==> config.mk <==
export PLATFORM = sky130hd
export DESIGN_NAME = serial_tx_shifter
export DESIGN_NICKNAME = d
export VERILOG_FILES = /design/src/rtl/serial_tx_shifter.sv
export SDC_FILE = /design/constraint.sdc
export NUM_CORES = 1
export LEC_CHECK = 0
export CORE_MARGIN = 8
export CORE_UTILIZATION = 43
export DETAILED_ROUTE_END_ITERATION = 12
export DONT_BUFFER_PORTS = 1
export GPL_TIMING_DRIVEN = 1
export MAX_ROUTING_LAYER = met4
export SETUP_SLACK_MARGIN = 0.02
export SYNTH_ARGS = -nofsm -noshare
export SYNTH_HDL_FRONTEND = slang
export SYNTH_SLANG_ARGS = --single-unit
==> constraint.sdc <==
create_clock -name clk -period 2.3 [get_ports clk]
set_input_delay 0.115 -clock clk [delete_from_list [all_inputs] [get_ports clk]]
set_output_delay 0.115 -clock clk [all_outputs]
set_load 0.03 [all_outputs]
==> src/rtl/serial_tx_shifter.sv <==
// Parallel-to-serial transmitter: a one-word holding register feeds a shift register
// that emits one bit per clock, with an optional idle gap between words.
module serial_tx_shifter #(
  parameter int   WIDTH      = 8,
  parameter int   MSB_FIRST  = 1,
  parameter int   GAP        = 0,
  parameter logic IDLE_LEVEL = 1'b0
) (
  input  logic             clk,
  input  logic             rst_n,
  input  logic [WIDTH-1:0] data_in,
  input  logic             valid_in,
  output logic             ready_out,
  output logic             Dout,
  output logic             bit_valid,
  output logic             last_bit,
  output logic             busy
);

  localparam int            CW       = $clog2(WIDTH);
  localparam logic [CW-1:0] LAST_CNT = CW'(WIDTH - 1);
  localparam logic [3:0]    GAP_LAST = (GAP > 0) ? 4'(GAP - 1) : 4'd0;

  typedef enum logic [1:0] {
    ST_IDLE,
    ST_SHIFT,
    ST_GAP
  } state_t;

  state_t           state;
  logic [WIDTH-1:0] hold;
  logic             hold_full;
  logic [WIDTH-1:0] shreg;
  logic [CW-1:0]    bit_cnt;
  logic [3:0]       gap_cnt;
  logic             dout_q;

  logic at_last;
  logic gap_done;
  logic load;
  logic accept;

  function automatic logic first_bit(input logic [WIDTH-1:0] w);
    return (MSB_FIRST != 0) ? w[WIDTH-1] : w[0];
  endfunction

  function automatic logic [WIDTH-1:0] shift_out(input logic [WIDTH-1:0] w);
    return (MSB_FIRST != 0) ? (w << 1) : (w >> 1);
  endfunction

  assign at_last   = (state == ST_SHIFT) && (bit_cnt == LAST_CNT);
  assign gap_done  = (state == ST_GAP) && (gap_cnt == GAP_LAST);
  assign load      = hold_full && ((state == ST_IDLE) || (at_last && (GAP == 0)) || gap_done);
  assign ready_out = !hold_full || load;
  assign accept    = valid_in && ready_out;

  assign bit_valid = (state == ST_SHIFT);
  assign last_bit  = at_last;
  assign busy      = (state != ST_IDLE) || hold_full;
  assign Dout      = dout_q;

  // Control: state, occupancy, counters and the registered serial bit.
  always_ff @(posedge clk or negedge rst_n) begin
    if (!rst_n) begin
      state     <= ST_IDLE;
      hold_full <= 1'b0;
      bit_cnt   <= '0;
      gap_cnt   <= '0;
      dout_q    <= IDLE_LEVEL;
    end else begin
      if (load)        hold_full <= accept;
      else if (accept) hold_full <= 1'b1;

      if (load) begin
        state   <= ST_SHIFT;
        bit_cnt <= '0;
        gap_cnt <= '0;
        dout_q  <= first_bit(hold);
      end else begin
        case (state)
          ST_SHIFT: begin
            if (at_last) begin
              dout_q  <= IDLE_LEVEL;
              gap_cnt <= '0;
              state   <= (GAP > 0) ? ST_GAP : ST_IDLE;
            end else begin
              bit_cnt <= bit_cnt + 1'b1;
              dout_q  <= first_bit(shreg);
            end
          end
          ST_GAP: begin
            if (gap_done) state <= ST_IDLE;
            else          gap_cnt <= gap_cnt + 4'd1;
          end
          default: ;
        endcase
      end
    end
  end

  // Data: shreg always holds the bits still to be sent after the one on Dout.
  always_ff @(posedge clk) begin
    if (accept) hold <= data_in;
    if (load)
      shreg <= shift_out(hold);
    else if ((state == ST_SHIFT) && !at_last)
      shreg <= shift_out(shreg);
  end

endmodule
Yosys cells after proc, flatten, opt, wreduce, memory -nomap -nowiden. Index checks and enable logic that the tools add are counted. Widths: inputs -> output; s select.

Output and inout bits: 5. Bits in registers: 26. Input bits: 11. Logic and storage cells: 55.

Eq/ne operators: 7. Add/sub/neg operators: 2. Reductions and logical operators: 21. Mux-type cells: 18.

Operator list (number): $mux 8 (2); $mux 4 (3); $mux 3 (3); $pmux 4 s2 (1); $reduce_bool 2->1 (4); $mux 2 (3); $ne 3x3->1 const B (2); $reduce_and 3->1 (2); $logic_and 1x1->1 (5); $mux 1 (5); $add 4x1->4 const B (1); $logic_not 4->1 (1); $logic_or 1x1->1 (4); $pmux 2 s2 (1); $add 3x1->3 const B (1); $eq 3x3->1 const B (1); $ne 3x1->1 const B (1); $reduce_bool 3->1 (1); $eq 2x1->1 const B (1); $eq 2x2->1 const B (1); $logic_not 1->1 (2); $logic_not 2->1 (1); $ne 2x1->1 const B (1); $reduce_and 2->1 (1).

Logic depth before layout (Yosys ltp).
Depth after elaboration: 9. Gate-level depth with buffers: 6. Gate-level depth less buffers: 5.

Least setup slack after synthesis. Ideal clock, no wire load.

Kind: reg2reg. Start point: register bit_cnt[0]. End point: register hold[0], enable pin. Data arrival time: 1507 ps. Setup time: 277 ps. Buffers on the path: 0. Cell stages (with the launch flop): 6. Setup slack: 516 ps. Path through: dfrtp_1 ha_1 ha_1 and2b_2 nand2_1 and2_1.

Word-level cells in the longest chain between the ends: 7.

RTL lines: start: declaration (line 34) `logic [CW-1:0] bit_cnt;`; start signal: assignment (line 87) `bit_cnt <= bit_cnt + 1'b1;`; $eq 3x3->1 (line 51) `assign at_last = (state == ST_SHIFT) && (bit_cnt == LAST_CNT);`; $logic_and 1x1->1 (line 51); $logic_or 1x1->1 (2 in series) (line 53) `assign load = hold_full && ((state == ST_IDLE) || (at_last && (GAP == 0)) || gap_done);`; $logic_and 1x1->1 (line 53); $logic_or 1x1->1 (line 54) `assign ready_out = !hold_full || load;`; named net ready_out (line 13) `output logic ready_out,`; $logic_and 1x1->1 (line 55) `assign accept = valid_in && ready_out;`; named net accept (line 41) `logic accept;`; end signal: assignment (line 103) `if (accept) hold <= data_in;`; end: declaration (line 31) `logic [WIDTH-1:0] hold;`.

The timed path passes the listed nets, and every way through them passes these cells. A chain may end at the register's enable or synchronous reset.

Worst setup path in the final report.
Start point: register bit_cnt[0]. End point: register shreg[3], enable pin.

Word-level cells in the longest chain between the ends: 6.

RTL lines: $eq 3x3->1 * (line 51); $logic_and 1x1->1 * (line 51); $logic_or 1x1->1 (2 in series) (line 53); $logic_and 1x1->1 (line 53); $reduce_bool 2->1 (no line) *; end signal: assignment (line 105) `shreg <= shift_out(hold);`; end signal: assignment (line 107) `shreg <= shift_out(shreg);`; end: declaration (line 33) `logic [WIDTH-1:0] shreg;`.

Mark *: on every way between the ends. The rest lies on a longest branch, timed or not.

==> impl_results.html <==
<table>
<tr><th>Metric</th><th>Value</th></tr>
<tr><th colspan="2">Critical path</th></tr>
<tr><td>Type of element capturing the critical path</td><td>flop</td></tr>
<tr><td>Required time of the critical path</td><td>2.28 ns</td></tr>
<tr><td>Arrival @ worst endpoint</td><td>1.90 ns</td></tr>
<tr><td>Largest fanout on the critical path</td><td>9</td></tr>
<tr><td>Worst-path cell with the longest stage delay</td><td>or2b_1</td></tr>
<tr><td>Worst setup path class</td><td>flop to flop</td></tr>
<tr><td>CP max stage delay</td><td>0.45 ns</td></tr>
<tr><td>CP Cell Sequence</td><td>ha_1 &gt; ha_1 &gt; nand2b_1 &gt; or2b_1</td></tr>
<tr><td>Library cell appearing most often on the critical path</td><td>ha_1</td></tr>
<tr><td>Kind of launch point of the worst setup path</td><td>flop</td></tr>
<tr><th colspan="2">Clocking</th></tr>
<tr><td>Inserted Clock Buffers</td><td>3</td></tr>
<tr><td>Master cell of the clock root buffer</td><td>clkbuf_4</td></tr>
<tr><td>Post-CTS Resized</td><td>0</td></tr>
<tr><td>Clock Path Buffers</td><td>2</td></tr>
<tr><td>Clock latency at the later pin of the worst-skew pair</td><td>0.30 ns</td></tr>
<tr><td>Buffers inserted during post-CTS setup optimization</td><td>0</td></tr>
<tr><td>Clock tree from TritonCTS</td><td>done</td></tr>
<tr><td>Number of buffers added to fix hold violations after cts</td><td>10</td></tr>
<tr><td>Clk sinks</td><td>21</td></tr>
<tr><td>Clock-pin slew of the registers on the worst-case setup and hold paths</td><td>0.11 ns</td></tr>
<tr><td>Depth of the CTS H-tree</td><td>1</td></tr>
<tr><th colspan="2">GRT</th></tr>
<tr><td>Global-route congestion overflow total</td><td>0</td></tr>
<tr><td>First-pass GRT wire length</td><td>2150 um</td></tr>
<tr><td>Total global-route track usage</td><td>0.0830</td></tr>
<tr><td>Via count of the first global-routing pass</td><td>432</td></tr>
<tr><td>Largest net degree at the start of global routing</td><td>12</td></tr>
<tr><td>Initial antenna violation count</td><td>0</td></tr>
<tr><th colspan="2">Floorplan</th></tr>
<tr><td>Die height</td><td>61.6 um</td></tr>
<tr><td>Die span in x</td><td>61.6 um</td></tr>
<tr><td>Initial core utilization</td><td>0.456</td></tr>
<tr><td>Full die area</td><td>3800 um^2</td></tr>
<tr><td>Number of rows created at floorplan</td><td>16</td></tr>
<tr><td>Number of top-level design ports</td><td>16</td></tr>
<tr><td>Core area</td><td>1960 um^2</td></tr>
<tr><th colspan="2">Finish</th></tr>
<tr><td>Number of standard cells in the layout, taps in and fillers out</td><td>94</td></tr>
<tr><td>P&amp;R area growth vs syn</td><td>15.2%</td></tr>
<tr><td>Antenna fix cells</td><td>0</td></tr>
<tr><td>Fraction of layout instances using a drive strength above 1</td><td>0.209</td></tr>
<tr><td>Number of nets in the finished design</td><td>81</td></tr>
<tr><th colspan="2">Power</th></tr>
<tr><td>Peak ir drop on the vdd network</td><td>728 uV</td></tr>
<tr><td>Static leakage</td><td>0.423 nW</td></tr>
<tr><td>Power per cell area</td><td>1060 nW/um^2</td></tr>
<tr><th colspan="2">Logic synthesis</th></tr>
<tr><td>Distinct cell type count of the synthesized netlist</td><td>20</td></tr>
<tr><td>Synthesized Nets</td><td>67</td></tr>
<tr><td>Simple logic cell fraction of the synthesized area</td><td>0.147</td></tr>
<tr><td>Top-area cell type share of the netlist area</td><td>0.503</td></tr>
<tr><td>Largest area contributor in the synthesized netlist</td><td>edfxtp_1</td></tr>
<tr><td>Mapped Area</td><td>895 um^2</td></tr>
<tr><td>#FFs+latches synth</td><td>21</td></tr>
<tr><td>Per-instance average area after synthesis</td><td>16.6 um^2</td></tr>
<tr><td>Synth Area in Compound Gates</td><td>0.0140</td></tr>
<tr><td>XOR/XNOR Fraction of Synth Area</td><td>0</td></tr>
<tr><td>Main combinational cell family by area after synthesis</td><td>simple AND/OR/NAND/NOR gates</td></tr>
<tr><td>Multiplexer area fraction after synthesis</td><td>0.101</td></tr>
<tr><td>Sequential area share after synthesis</td><td>0.671</td></tr>
<tr><td>Largest cells by area after synthesis</td><td>edfxtp_1 50%, dfrtp_1 17%, mux2_4 10%, ha_1 2.8%, nand2_1 2.5%</td></tr>
<tr><td>Number of warning messages in the yosys log</td><td>0</td></tr>
<tr><td>Number of instances in the synthesized netlist</td><td>54</td></tr>
<tr><td>Post-synthesis adder-cell area fraction</td><td>0.0280</td></tr>
<tr><th colspan="2">STA</th></tr>
<tr><td>Endpoints failing setup</td><td>0</td></tr>
<tr><td>Setup TNS</td><td>0 ns</td></tr>
<tr><td>Final critical path time including I/O delays and setup</td><td>1.92 ns</td></tr>
<tr><td>Unrepaired setup endpoints after global routing</td><td>no</td></tr>
<tr><td>Hold Violations, Final</td><td>0</td></tr>
<tr><td>Final critical-path share of the clock period</td><td>0.837</td></tr>
<tr><td>Normalized max-slew margin</td><td>0.700</td></tr>
<tr><td>Timing-limited maximum frequency</td><td>520 MHz</td></tr>
<tr><td>Final Worst Setup Slack</td><td>0.375 ns</td></tr>
<tr><td>Worst-case clock skew</td><td>0.00343 ns</td></tr>
<tr><td>Tightest Pin Transition</td><td>0.450 ns</td></tr>
<tr><td>Final number of max-transition violations</td><td>0</td></tr>
<tr><th colspan="2">Status</th></tr>
<tr><td>Status</td><td>finished clean</td></tr>
<tr><th colspan="2">Run</th></tr>
<tr><td>Reported max-cap violation count</td><td>0</td></tr>
<tr><th colspan="2">Drt</th></tr>
<tr><td>Total DRC errors in the routed layout</td><td>0</td></tr>
<tr><td>Number of nets with antenna violations after routing</td><td>0</td></tr>
<tr><td>Per-cell routed wire length</td><td>14.4 um</td></tr>
<tr><td>Number of DRC violations after detailed-routing iteration 0</td><td>15</td></tr>
<tr><td>Initial DRT Pass Iterations</td><td>2</td></tr>
<tr><td>Number of vias per cell after detailed routing</td><td>4.63</td></tr>
<tr><td>Total via count after detailed routing</td><td>435</td></tr>
<tr><td>Total wire length</td><td>1360 um</td></tr>
<tr><th colspan="2">Placement</th></tr>
<tr><td>Cell count after placement</td><td>80</td></tr>
<tr><td>I/O Buffers</td><td>0</td></tr>
<tr><td>RePlAce Congestion</td><td>0.685</td></tr>
<tr><td>Pre-CTS worst setup slack</td><td>0.393 ns</td></tr>
<tr><th colspan="2">Worst hold path</th></tr>
<tr><td>Path class of the lowest-slack min-delay path</td><td>input port to asynchronous set/reset pin</td></tr>
</table>
-- cell usage after synthesis --
| cell | instances |
|---|---|
| a22oi_1 | 1 |
| and2_1 | 1 |
| and2_2 | 1 |
| and2b_2 | 1 |
| and3_2 | 1 |
| buf_12 | 1 |
| buf_6 | 1 |
| dfrtp_1 | 6 |
| edfxtp_1 | 15 |
| ha_1 | 2 |
| inv_1 | 1 |
| mux2_4 | 6 |
| nand2_1 | 6 |
| nand2_8 | 1 |
| nand2b_1 | 2 |
| nand3_1 | 1 |
| nand3b_1 | 3 |
| nor2_1 | 1 |
| o21ai_0 | 1 |
| or2b_1 | 2 |
-- cells in the final DEF (no fill, tap or decap), types with 2 or more instances in the layout --
master and count:
dlygate4sd3_1 10, nand3b_1 3, ha_1 2, nand2_1 6, or2b_1 2, mux2_4 6, dfrtp_1 6, edfxtp_1 15
clkbuf_4 3, nand2b_1 2
-- critical path: cells and delay by family, from the launching register on --
family / cells / cell delay [ns]
DFF: 1 / 0.41
adders and majority gates: 2 / 0.40
and+or+nand+nor: 2 / 0.79
-- metrics by stage --
| step | total power, mW | hold WS [ns] | area, um^2 | utilization |
|---|---|---|---|---|
| after floorplan | 0.884 | -0.181 | 895 | - |
| after global placement | 0.909 | -0.180 | 905 | 0.461 |
| after detailed placement | 0.922 | -0.180 | 905 | 0.461 |
| after CTS | 1.11 | 0.122 | 1030 | 0.526 |
| after global routing | 1.16 | 0.126 | 1030 | 0.526 |
| final | 1.09 | 0.127 | 1030 | 0.526 |
-- power by group --
group	switching, mW	total, mW	internal (mW)
sequential	0.0818	0.627	0.545
combinational	0.139	0.293	0.155
clock	0.106	0.174	0.0675
total	0.327	1.09	0.767
-- kinds of logic (layout without fill, tap and decap cells) --
group,count (synthesis),in the layout
buf+inv,3,16
compound gates,2,2
mux,6,6
flops,21,21
simple gates,20,20
fa+ha+maj,2,2
-- state kept, by name (all words and copies together) (netlist names) --
register / count
shreg: 7
state: 1
bit_cnt: 3
hold_full: 1
Dout: 1
hold: 8
-- per-layer routing --
metal	vias to the layer above	share of wire	track usage
li1	215	-	-
met1	209	0.48	0.111
met2	9	0.47	0.112
met3	2	0.042	0.0292
met4	0	0.0052	0.0292
met5	-	0	-
-- worst paths after layout --
path / from / endpoint / slack [ns] / cells past startpoint
max: bit_cnt[0] / shreg[3] / 0.38 / 4
min: rst_n / bit_cnt[2] / 0.13 / 1
max reg2reg: bit_cnt[0] / shreg[3] / 0.38 / 4
min reg2reg: hold[7] / Dout / 0.50 / 2
max in group asynchronous: rst_n / bit_cnt[1] / 1.94 / 1
min in group clk: valid_in / hold[7] / 0.27 / 1
-- cell type report --
type / count / area [um^2]
Tap cell: 27 / 33.8
Clock buffer: 4 / 26.3
Multi-Input combinational cell: 30 / 259
Fill cell: 192 / 931
Timing Repair Buffer: 11 / 108
Sequential cell: 21 / 601
Inverter: 1 / 3.75
Note: power is estimated with default switching activity, not from simulation.
